$ cat src/rtl/lab3_bcd_counter.sv
// Two-digit BCD up-counter with run/clear control and a captured, clamped terminal count.
// While run is low the count clears and the terminal count is captured; while high it counts and saturates.
module lab3_bcd_counter #(
  parameter int MAX_LIMIT = 99
) (
  input  logic       CLK,
  input  logic       RST_N,
  input  logic       run,
  input  logic [6:0] max_count,
  output logic [3:0] digit1,
  output logic [3:0] digit2
);

  localparam logic [6:0] LIMIT = 7'(MAX_LIMIT);

  logic [6:0] max_clamped;
  logic [7:0] max_bcd_next;
  logic [3:0] max_ones;
  logic [3:0] max_tens;
  logic       at_max;
  logic [3:0] ones_next;
  logic [3:0] tens_next;

  // Compare/subtract conversion: pick the largest multiple of ten not exceeding v.
  function automatic logic [7:0] bin_to_bcd(input logic [6:0] v);
    logic [3:0] tens;
    logic [6:0] rem;
    tens = 4'd0;
    rem  = v;
    for (int i = 9; i >= 1; i--) begin
      if (tens == 4'd0 && v >= 7'(i * 10)) begin
        tens = 4'(i);
        rem  = v - 7'(i * 10);
      end
    end
    return {tens, rem[3:0]};
  endfunction

  always_comb begin
    max_clamped = max_count;
    if (max_count > LIMIT) max_clamped = LIMIT;
  end

  assign max_bcd_next = bin_to_bcd(max_clamped);
  assign at_max       = (digit2 == max_tens) && (digit1 == max_ones);

  always_comb begin
    ones_next = digit1 + 4'd1;
    tens_next = digit2;
    if (digit1 == 4'd9) begin
      ones_next = 4'd0;
      tens_next = digit2 + 4'd1;
    end
  end

  // Registered count and captured terminal count
  always_ff @(posedge CLK or negedge RST_N) begin
    if (!RST_N) begin
      digit1   <= 4'd0;
      digit2   <= 4'd0;
      max_ones <= 4'd0;
      max_tens <= 4'd0;
    end else if (!run) begin
      digit1   <= 4'd0;
      digit2   <= 4'd0;
      max_tens <= max_bcd_next[7:4];
      max_ones <= max_bcd_next[3:0];
    end else if (!at_max) begin
      digit1 <= ones_next;
      digit2 <= tens_next;
    end
  end

endmodule

$ cat config.mk
export PLATFORM = sky130hd
export DESIGN_NAME = lab3_bcd_counter
export DESIGN_NICKNAME = d
export VERILOG_FILES = /design/src/rtl/lab3_bcd_counter.sv
export SDC_FILE = /design/constraint.sdc
export NUM_CORES = 1
export LEC_CHECK = 0
export ABC_CLOCK_PERIOD_IN_PS = 2000
export BUFFER_PORTS_ARGS = -buffer_cell sky130_fd_sc_hd__buf_2
export CAP_MARGIN = 20
export CORE_MARGIN = 1.5
export CORE_UTILIZATION = 56
export DETAILED_ROUTE_END_ITERATION = 10
export PLACE_DENSITY_LB_ADDON = 0.05
export SYNTH_ARGS = -nofsm -noshare
export SYNTH_HDL_FRONTEND = slang
export SYNTH_SLANG_ARGS = --single-unit
export TNS_END_PERCENT = 100
$ cat constraint.sdc
create_clock -name CLK -period 2 [get_ports CLK]
set_input_delay 0.3 -clock CLK [delete_from_list [all_inputs] [get_ports CLK]]
set_output_delay 0.3 -clock CLK [all_outputs]
set_load 0.01 [all_outputs]
# Yosys cells after proc, flatten, opt, wreduce, memory -nomap -nowiden
# Index checks and enable logic that the tools add are counted.
# Widths: inputs -> output; s select.
word_totals:
  reg_bits: 16
  in_bits: 10
  word_cells: 73
op_classes:
  addsub: 11
  magnitude_cmp: 10
  eq_ne: 5
  mux: 25
  n_reduce_logical: 18
ops:
  columns: ["operator", "count"]
  rows:
  - ["$mux 4", 24]
  - ["$logic_not 4->1", 8]
  - ["$ge 7x6->1 const B", 3]
  - ["$ge 7x7->1 const B", 3]
  - ["$sub 4x4->4 const B", 5]
  - ["$ge 7x5->1 const B", 2]
  - ["$logic_and 1x1->1", 9]
  - ["$add 4x1->4 const B", 2]
  - ["$eq 4x4->1", 2]
  - ["$sub 4x3->4 const B", 2]
  - ["$ge 7x4->1 const B", 1]
  - ["$gt 7x7->1 const B", 1]
  - ["$mux 7", 1]
  - ["$eq 4x4->1 const B", 1]
  - ["$sub 4x1->4 const B", 1]
  - ["$sub 4x2->4 const B", 1]
  - ["$ne 2x1->1 const B", 1]
  - ["$ne 2x2->1 const B", 1]
  - ["$reduce_and 2->1", 1]

# Depth between registers and ports, before layout
# Gate-level depths: netlist (run 1).
depth:
  depth_word: 28
  depth_mapped: 12
  ltp_nobuf: 10

# Least setup slack after synthesis (run 1)
# Ideal clock, no wire load.
synth_timing:
  kind: "input-to-reg"
  start: "input port max_count[5]"
  end: "register max_ones[2]"
  setup_ns: 0.127
  arrival_time_ns: 2.193
  t_required_ns: 1.873
  slack_ns: -0.320
  stages: 12
  path_cell_list: "buf_6 -> buf_2 -> nand2_1 -> nand2_1 -> inv_1 -> ha_1 -> and3b_1 -> o311a_1 -> a2111oi_2 -> o41ai_1 -> nand4b_1 -> nand3b_1"
synth_between:
  elab_chain_cells: 28
  word_cells_on_any_way: 53
  cone_classes: "add/sub: 9; order compare: 10; mux: 18; reduce/logical: 16"
synth_lines:
  columns: ["element", "line_no", "source"]
  rows:
  - ["from (decl)", "9", "input logic [6:0] max_count,"]
  - ["$gt 7x7->1", "41", "if (max_count > LIMIT) max_clamped = LIMIT;"]
  - ["$mux 7 *", "41", null]
  - ["$ge 7x7->1", "31", "if (tens == 4'd0 && v >= 7'(i * 10)) begin"]
  - ["$mux 4", "31", null]
  - ["$logic_not 4->1", "31", null]
  - ["$logic_and 1x1->1", "31", null]
  - ["$mux 4", "31", null]
  - ["$logic_not 4->1", "31", null]
  - ["[... 12 more ...]", null, null]
  - ["$logic_and 1x1->1", "31", null]
  - ["$mux 4", "31", null]
  - ["$logic_not 4->1", "31", null]
  - ["$logic_and 1x1->1", "31", null]
  - ["$mux 4", "31", null]
  - ["$logic_not 4->1", "31", null]
  - ["$logic_and 1x1->1", "31", null]
  - ["$mux 4 *", "31", null]
  - ["to (signal assigned)", "67", "max_ones <= max_bcd_next[3:0];"]
  - ["to (decl)", "18", "logic [3:0] max_ones;"]
# Every way passes the cells marked *; elsewhere a longest branch is shown, timed or not.
# A chain may end at the register's enable or synchronous reset.

# Final worst setup path (run 1)
layout_timing:
  start: "input port max_count[4]"
  end: "register max_ones[2]"
# The elaborated chain is that of the path after synthesis.

==> flow_summary.json, run 1 <==
{
  "cp.arrival_ns": 2.31,
  "drv_cap": 0,
  "clockRootBuffer": "clkbuf_4",
  "ys.flop_type": "dfrtp_1",
  "power_density_nw_per_um2": 497,
  "dpl-instance-area_sq_um": 1830,
  "timing_hold_violations_final": 0,
  "viasPerCell": 6.40,
  "grt_max_degree": 24,
  "finalWorstPathRequiredPeriod_ns": 2.09,
  "start_util_pct": 58.7,
  "crit_path_end_kind": "register",
  "grt_overflow": 0,
  "power_mw": 0.970,
  "power_leakage_nw": 0.853,
  "most-common-layout-cells": "buf_4 (26), nand2_1 (21), dfrtp_1 (16), buf_2 (15)",
  "die_area_sq_um": 2890,
  "clk_latency_ns": 0.28,
  "seq_area_frac_synth_pct": 27.8,
  "startpoint": "max_count[4]",
  "layout.nets": 234,
  "antenna_cells": 0,
  "start_kind": "primary input",
  "r2r-end": "digit2[3]",
  "firstDrtPassIters": 4,
  "yosysUniqueCellTypes": 54,
  "drive_above_1_share_pct": 38.0,
  "layout_commonest_cell": "buf_4",
  "drcViolationCount": 0,
  "clk_path_buf_depth": 2,
  "drt_wl_total_mm": 4.20,
  "rows": 18,
  "rsz0062_at_grt": "yes",
  "r2r_start": "digit1[1]",
  "critPathCapture": "max_ones[2]",
  "syn_nets": 191,
  "violations": "negative setup slack",
  "io_buffers": 17,
  "min-delay-start": "max_count[0]",
  "ff2ff_setup_slack_ns": 0.27,
  "grt_usage_pct": 29.9,
  "antenna_found_initial": 0,
  "worstHoldPathType": "primary input to register",
  "grt_first_pass_wirelength_mm": 6.21,
  "gp_congestion": 1.00,
  "area_delta_synth_final_pct": 35.4,
  "timing.fmax_mhz": 480,
  "grt_pass1_vias": 1407,
  "drtIter0Drc": 91,
  "wl_per_cell_um": 17.3,
  "critPathKind": "primary input to register",
  "status": "complete, but fails checks",
  "skew_ns": 0.000723,
  "yosys_warnings": 0,
  "tightestPinTransition_ns": 0.454,
  "synth_edf_count": 0,
  "drtAntennaViolNets": 0,
  "num_vias": 1554,
  "worst_slack_ns": -0.0852,
  "design_area_sq_um": 1950,
  "die_width_um": 53.7,
  "finalCritPeriodShare_pct": 104,
  "syn_area_per_cell_sq_um": 8.38,
  "cts.sinks": 16,
  "slew_headroom_pct": 69.5,
  "async_reset_ff_share_pct": 100,
  "place.detailed.hpwl_mm": 3.04,
  "fp.dieH_um": 53.7,
  "crit_fanout": 5,
  "cts_tree": "done",
  "fin_util_pct": 79.5,
  "setup_violations": 2,
  "cts_buffers": 3,
  "finalSetupTns_ns": -0.123,
  "irDropWorstVdd_v": 0.000394,
  "ff2ff_path_depth": 8,
  "syn_inst": 172,
  "core_area_sq_um": 2450,
  "ys_seq_elements": 16,
  "htree_levels": 1,
  "synth_area_sq_um": 1440,
  "cts.clk_slew.worst_paths_ns": 0.08,
  "drv_slew": 0,
  "num_io_pins": 18,
  "cp.required_ns": 2.22
}
==> power by group <==
group / internal, mW / total (mW) / switching (mW)
clock: 0.0700 / 0.166 / 0.0959
combinational: 0.192 / 0.401 / 0.209
sequential: 0.361 / 0.403 / 0.0424
==> per-layer routing <==
layer  vias to the layer above  global-route usage, %  part of all wire [%]
met3                        27                   2.50                   4.9
met2                        82                   53.5                    51
met4                         0                   22.6                   5.8
li1                        722                      -                     -
met5                         -                      0                     0
met1                       723                   32.3                    38
==> critical path, stage by stage <==
cell and delay [ns]:
buf_6 0.10, o311a_4 0.38, nor2_4 0.13, inv_2 0.08
ha_2 0.22, and3_1 0.22, nor4_2 0.39, a22oi_1 0.18
o21ai_0 0.19, nand3b_1 0.13
==> synth_stat cells (2+ instances only) <==
master / instances / area share, %
nand2_1: 24 / 6.3
dfrtp_1: 16 / 28
o21ai_0: 12 / 4.2
xnor2_1: 11 / 6.7
a21oi_1: 9 / 3.1
ha_1: 9 / 7.8
nor2_1: 7 / 1.8
o21ai_1: 6 / 2.1
inv_1: 5 / 1.3
nand3_1: 4 / 1.4
nor3_1: 4 / 1.4
buf_2: 3 / 1.0
nand3b_1: 3 / 1.6
nand4_1: 3 / 1.3
o31ai_1: 3 / 1.6
or3_1: 3 / 1.3
or3b_1: 3 / 1.8
a211oi_1: 2 / 1.0
a21o_1: 2 / 1.0
and2_1: 2 / 0.87
clkbuf_1: 2 / 0.52
inv_2: 2 / 0.52
mux2_2: 2 / 1.6
nand2b_1: 2 / 0.87
o22ai_1: 2 / 0.87
o311a_1: 2 / 1.4
o41ai_1: 2 / 1.2
==> how the worst min path moves through the flow <==
stage / end / cells after the start / slack (ns)
2_1_floorplan: digit1[0] / 0 / 0.004
3_3_place_gp: digit2[3] / 1 / 0.22
3_5_place_dp: digit2[3] / 1 / 0.23
4_1_cts: max_ones[0] / 3 / 0.34
5_1_grt: max_ones[0] / 3 / 0.36
6_report: max_ones[0] / 3 / 0.35
==> repair_timing <==
action                                  in CTS  in global routing
hold buffers                                 1                  0
buffers inserted                             0                  2
endpoints found under the setup margin       2                  5
cloned                                       0                  0
pin swaps                                    1                  5
resized for setup                            4                  8
hold endpoints to repair                    16                  0
==> cell type report <==
type / instances / area, sq um
multi-input combinational: 142 / 1150
fill: 180 / 503
sequential: 16 / 400
timing repair buffer: 45 / 314
tap: 30 / 37.5
inverter: 7 / 28.8
clock buffer: 3 / 22.5
==> through the flow <==
| stage | setup slack [ns] | hold WS [ns] | cells |
|---|---|---|---|
| after floorplan | -0.0779 | 0.00441 | 172 |
| after global placement | -0.287 | 0.222 | 237 |
| after detailed placement | -0.356 | 0.232 | 237 |
| after CTS | 0.0160 | 0.343 | 241 |
| after global routing | -0.0856 | 0.358 | 243 |
| final | -0.0852 | 0.351 | 243 |
==> flip-flops by register name (all words and copies together) (netlist names) <==
signal	flops
digit1	4
digit2	4
max_ones	4
max_tens	4
==> kinds of logic after synthesis <==
logic type / share of synthesized area (%)
mux: 1.56
fa+ha+maj: 7.81
compound gates: 26.6
xor+xnor: 6.68
simple gates: 24.9
buf+inv: 4.69
flops: 27.8
No activity file was read; power rests on OpenSTA's default activity.
==> inputs of run 2 (changes only) <==
--- a/config.mk
+++ b/config.mk
@@ -5,11 +5,11 @@
 export SDC_FILE = /design/constraint.sdc
 export NUM_CORES = 1
 export LEC_CHECK = 0
-export ABC_CLOCK_PERIOD_IN_PS = 2000
+export ABC_CLOCK_PERIOD_IN_PS = 1700
 export BUFFER_PORTS_ARGS = -buffer_cell sky130_fd_sc_hd__buf_2
 export CAP_MARGIN = 20
 export CORE_MARGIN = 1.5
-export CORE_UTILIZATION = 56
+export CORE_UTILIZATION = 52
 export DETAILED_ROUTE_END_ITERATION = 10
 export PLACE_DENSITY_LB_ADDON = 0.05
 export SYNTH_ARGS = -nofsm -noshare
==> constraint.sdc (replaced) <==
create_clock -name CLK -period 1.7 [get_ports CLK]
set_input_delay 0.255 -clock CLK [delete_from_list [all_inputs] [get_ports CLK]]
set_output_delay 0.255 -clock CLK [all_outputs]
set_load 0.01 [all_outputs]
==> run 2 against run 1 <==
The run still ends with negative setup slack left. Critical path type unchanged. First-iteration DRC count is 2.2% lower. Register-to-register slack worse by 0.26 ns. Utilization is 7.8 points higher. Via count is 10% higher. Sequential cell count stayed put. Design area is 14% higher. Power is 27% higher. Worst setup slack worse by 0.14 ns. Highest routed layer unchanged. Final cell count is 7.0% higher. Hold slack worse by 0.026 ns. Clock power is 19% higher.
==> flow_summary.json, run 2 (same netlist as run 1, synthesis figures left out) <==
{
  "clk_path_buf_depth": 2,
  "grt_usage_pct": 31.2,
  "crit_fanout": 6,
  "min-delay-start": "max_count[0]",
  "rsz0062_at_grt": "yes",
  "gp_congestion": 0.900,
  "drive_above_1_share_pct": 48.7,
  "grt_max_degree": 22,
  "skew_ns": 0.00674,
  "stdcell_count": 260,
  "irDropWorstVdd_v": 0.000594,
  "firstDrtPassIters": 4,
  "die_width_um": 55.7,
  "n_fill_cell": 135,
  "finalWorstPathRequiredPeriod_ns": 1.93,
  "layout_commonest_cell": "buf_4",
  "startpoint": "max_count[4]",
  "dpl-instance-area_sq_um": 1890,
  "cp_top_family": "compound AO/OA/AOI/OAI gates",
  "antenna_found_initial": 0,
  "timing.hold.ws_ns": 0.325,
  "grt_first_pass_wirelength_mm": 7.82,
  "start_kind": "primary input",
  "drv_slew": 0,
  "drv_cap": 0,
  "cts_buffers": 3,
  "worst_slack_ns": -0.229,
  "r2r_start": "digit2[1]",
  "drtIter0Drc": 89,
  "worstHoldPathType": "primary input to register",
  "violations": "negative setup slack",
  "post-place-ws_ns": -0.561,
  "die_area_sq_um": 3100,
  "timing_hold_violations_final": 0,
  "fp.dieH_um": 55.7,
  "clockRootBuffer": "clkbuf_4",
  "cts.clk_slew.worst_paths_ns": 0.09,
  "area_delta_synth_final_pct": 54.2,
  "crit_chain": "buf_6 > o311a_4 > nor2_4 > inv_4 > ha_4 > o21ai_2 > a21oi_2 > o41ai_2 > nand4_1 > nand3b_1",
  "crit_path_end_kind": "register",
  "cp.required_ns": 1.92,
  "most-common-layout-cells": "buf_4 (38), nand2_1 (20), dfrtp_1 (16), buf_2 (13)",
  "min_to": "max_ones[0]",
  "grt_pass1_vias": 1744,
  "setup_violations": 5,
  "cts.sinks": 16,
  "critPathKind": "primary input to register",
  "cp_slowest_cell": "o41ai_2",
  "grt_overflow": 0,
  "finalSetupTns_ns": -0.865,
  "rows": 18,
  "core_area_sq_um": 2540,
  "dp_cells": 244,
  "power_density_nw_per_um2": 555,
  "antenna_cells": 0,
  "min_path_cells": 3,
  "viasPerCell": 6.60,
  "start_util_pct": 56.6,
  "htree_levels": 1,
  "design_area_sq_um": 2220,
  "status": "complete, but fails checks",
  "timing.fmax_mhz": 518,
  "power_leakage_nw": 0.968,
  "place.detailed.hpwl_mm": 3.15,
  "slew_headroom_pct": 75.7,
  "wl_per_cell_um": 18.7,
  "cp.arrival_ns": 2.15,
  "num_io_pins": 18,
  "multi_input_area_sq_um": 1250,
  "finalCritPeriodShare_pct": 113,
  "clk_latency_ns": 0.29,
  "slowest_delay_ns": 0.40,
  "drtAntennaViolNets": 0,
  "tightestPinTransition_ns": 0.362,
  "crit_buf_inv": 2,
  "r2r-end": "digit2[2]",
  "ff2ff_setup_slack_ns": 0.01,
  "drcViolationCount": 0,
  "num_vias": 1715,
  "path_depth": 10,
  "cts_tree": "done",
  "layout.nets": 251,
  "drt_wl_total_mm": 4.85,
  "io_buffers": 17,
  "ff2ff_path_depth": 7,
  "regArea_sq_um": 400
}
## run 2: changes by cell type in the layout (fill, tap and decap cells not counted), moves of 2 or more
cell | previous run | this run
buf_4 | 26 | 38
buf_6 | 3 | 8
nor3_1 | 4 | 1
buf_2 | 15 | 13
buf_8 | 0 | 2
nor3_2 | 1 | 3
## run 2: timing repair
item                                    in CTS  in global routing
pin swaps                                   20                  8
hold buffers                                 1                  0
hold endpoints to repair                    16                  0
buffers inserted                            10                  2
endpoints found under the setup margin       5                  8
resized for setup                           29                 14
## run 2: per-layer routing
metal | GRT usage, % | vias up | wire length (um) | share of wire, %
met1 | 35.5 | 792 | 1670 | 34
met4 | 20.9 | 0 | 399 | 8.2
li1 | - | 753 | - | -
met2 | 55.3 | 121 | 2440 | 50
met5 | 0 | - | 0 | 0
met3 | 2.33 | 49 | 347 | 7.2
## run 2: metrics by stage
| stage | total power [mW] | util [%] |
|---|---|---|
| floorplan | 0.761 | - |
| global placement | 0.904 | 74.3 |
| detailed placement | 0.927 | 74.3 |
| CTS | 1.18 | 84.0 |
| global route | 1.30 | 87.3 |
| finish | 1.23 | 87.3 |
## run 2: power breakdown
group          internal, mW  switching, mW  total, mW
logic                 0.277          0.287      0.564
clock network        0.0825          0.116      0.198
registers             0.425         0.0459      0.471
total                 0.784          0.449       1.23
## run 2: worst max path at each step
stage	endpoint	slack, ns
floorplan	max_ones[3]	-0.33
global placement	max_ones[3]	-0.56
detailed placement	max_ones[3]	-0.56
CTS	max_ones[3]	-0.11
global route	max_ones[2]	-0.28
finish	max_ones[2]	-0.23
## run 2: worst min-delay path: stages
cell     delay [ns]
buf_2          0.13
nor2_1         0.07
o21ai_0        0.13
## run 2: layout make-up
cell class	count	share of cell area, %
inverter	7	1.41
multi-input combinational	142	56.3
clock buffer	3	1.01
timing repair buffer	62	21.6
sequential	16	18.0
tap	30	1.69
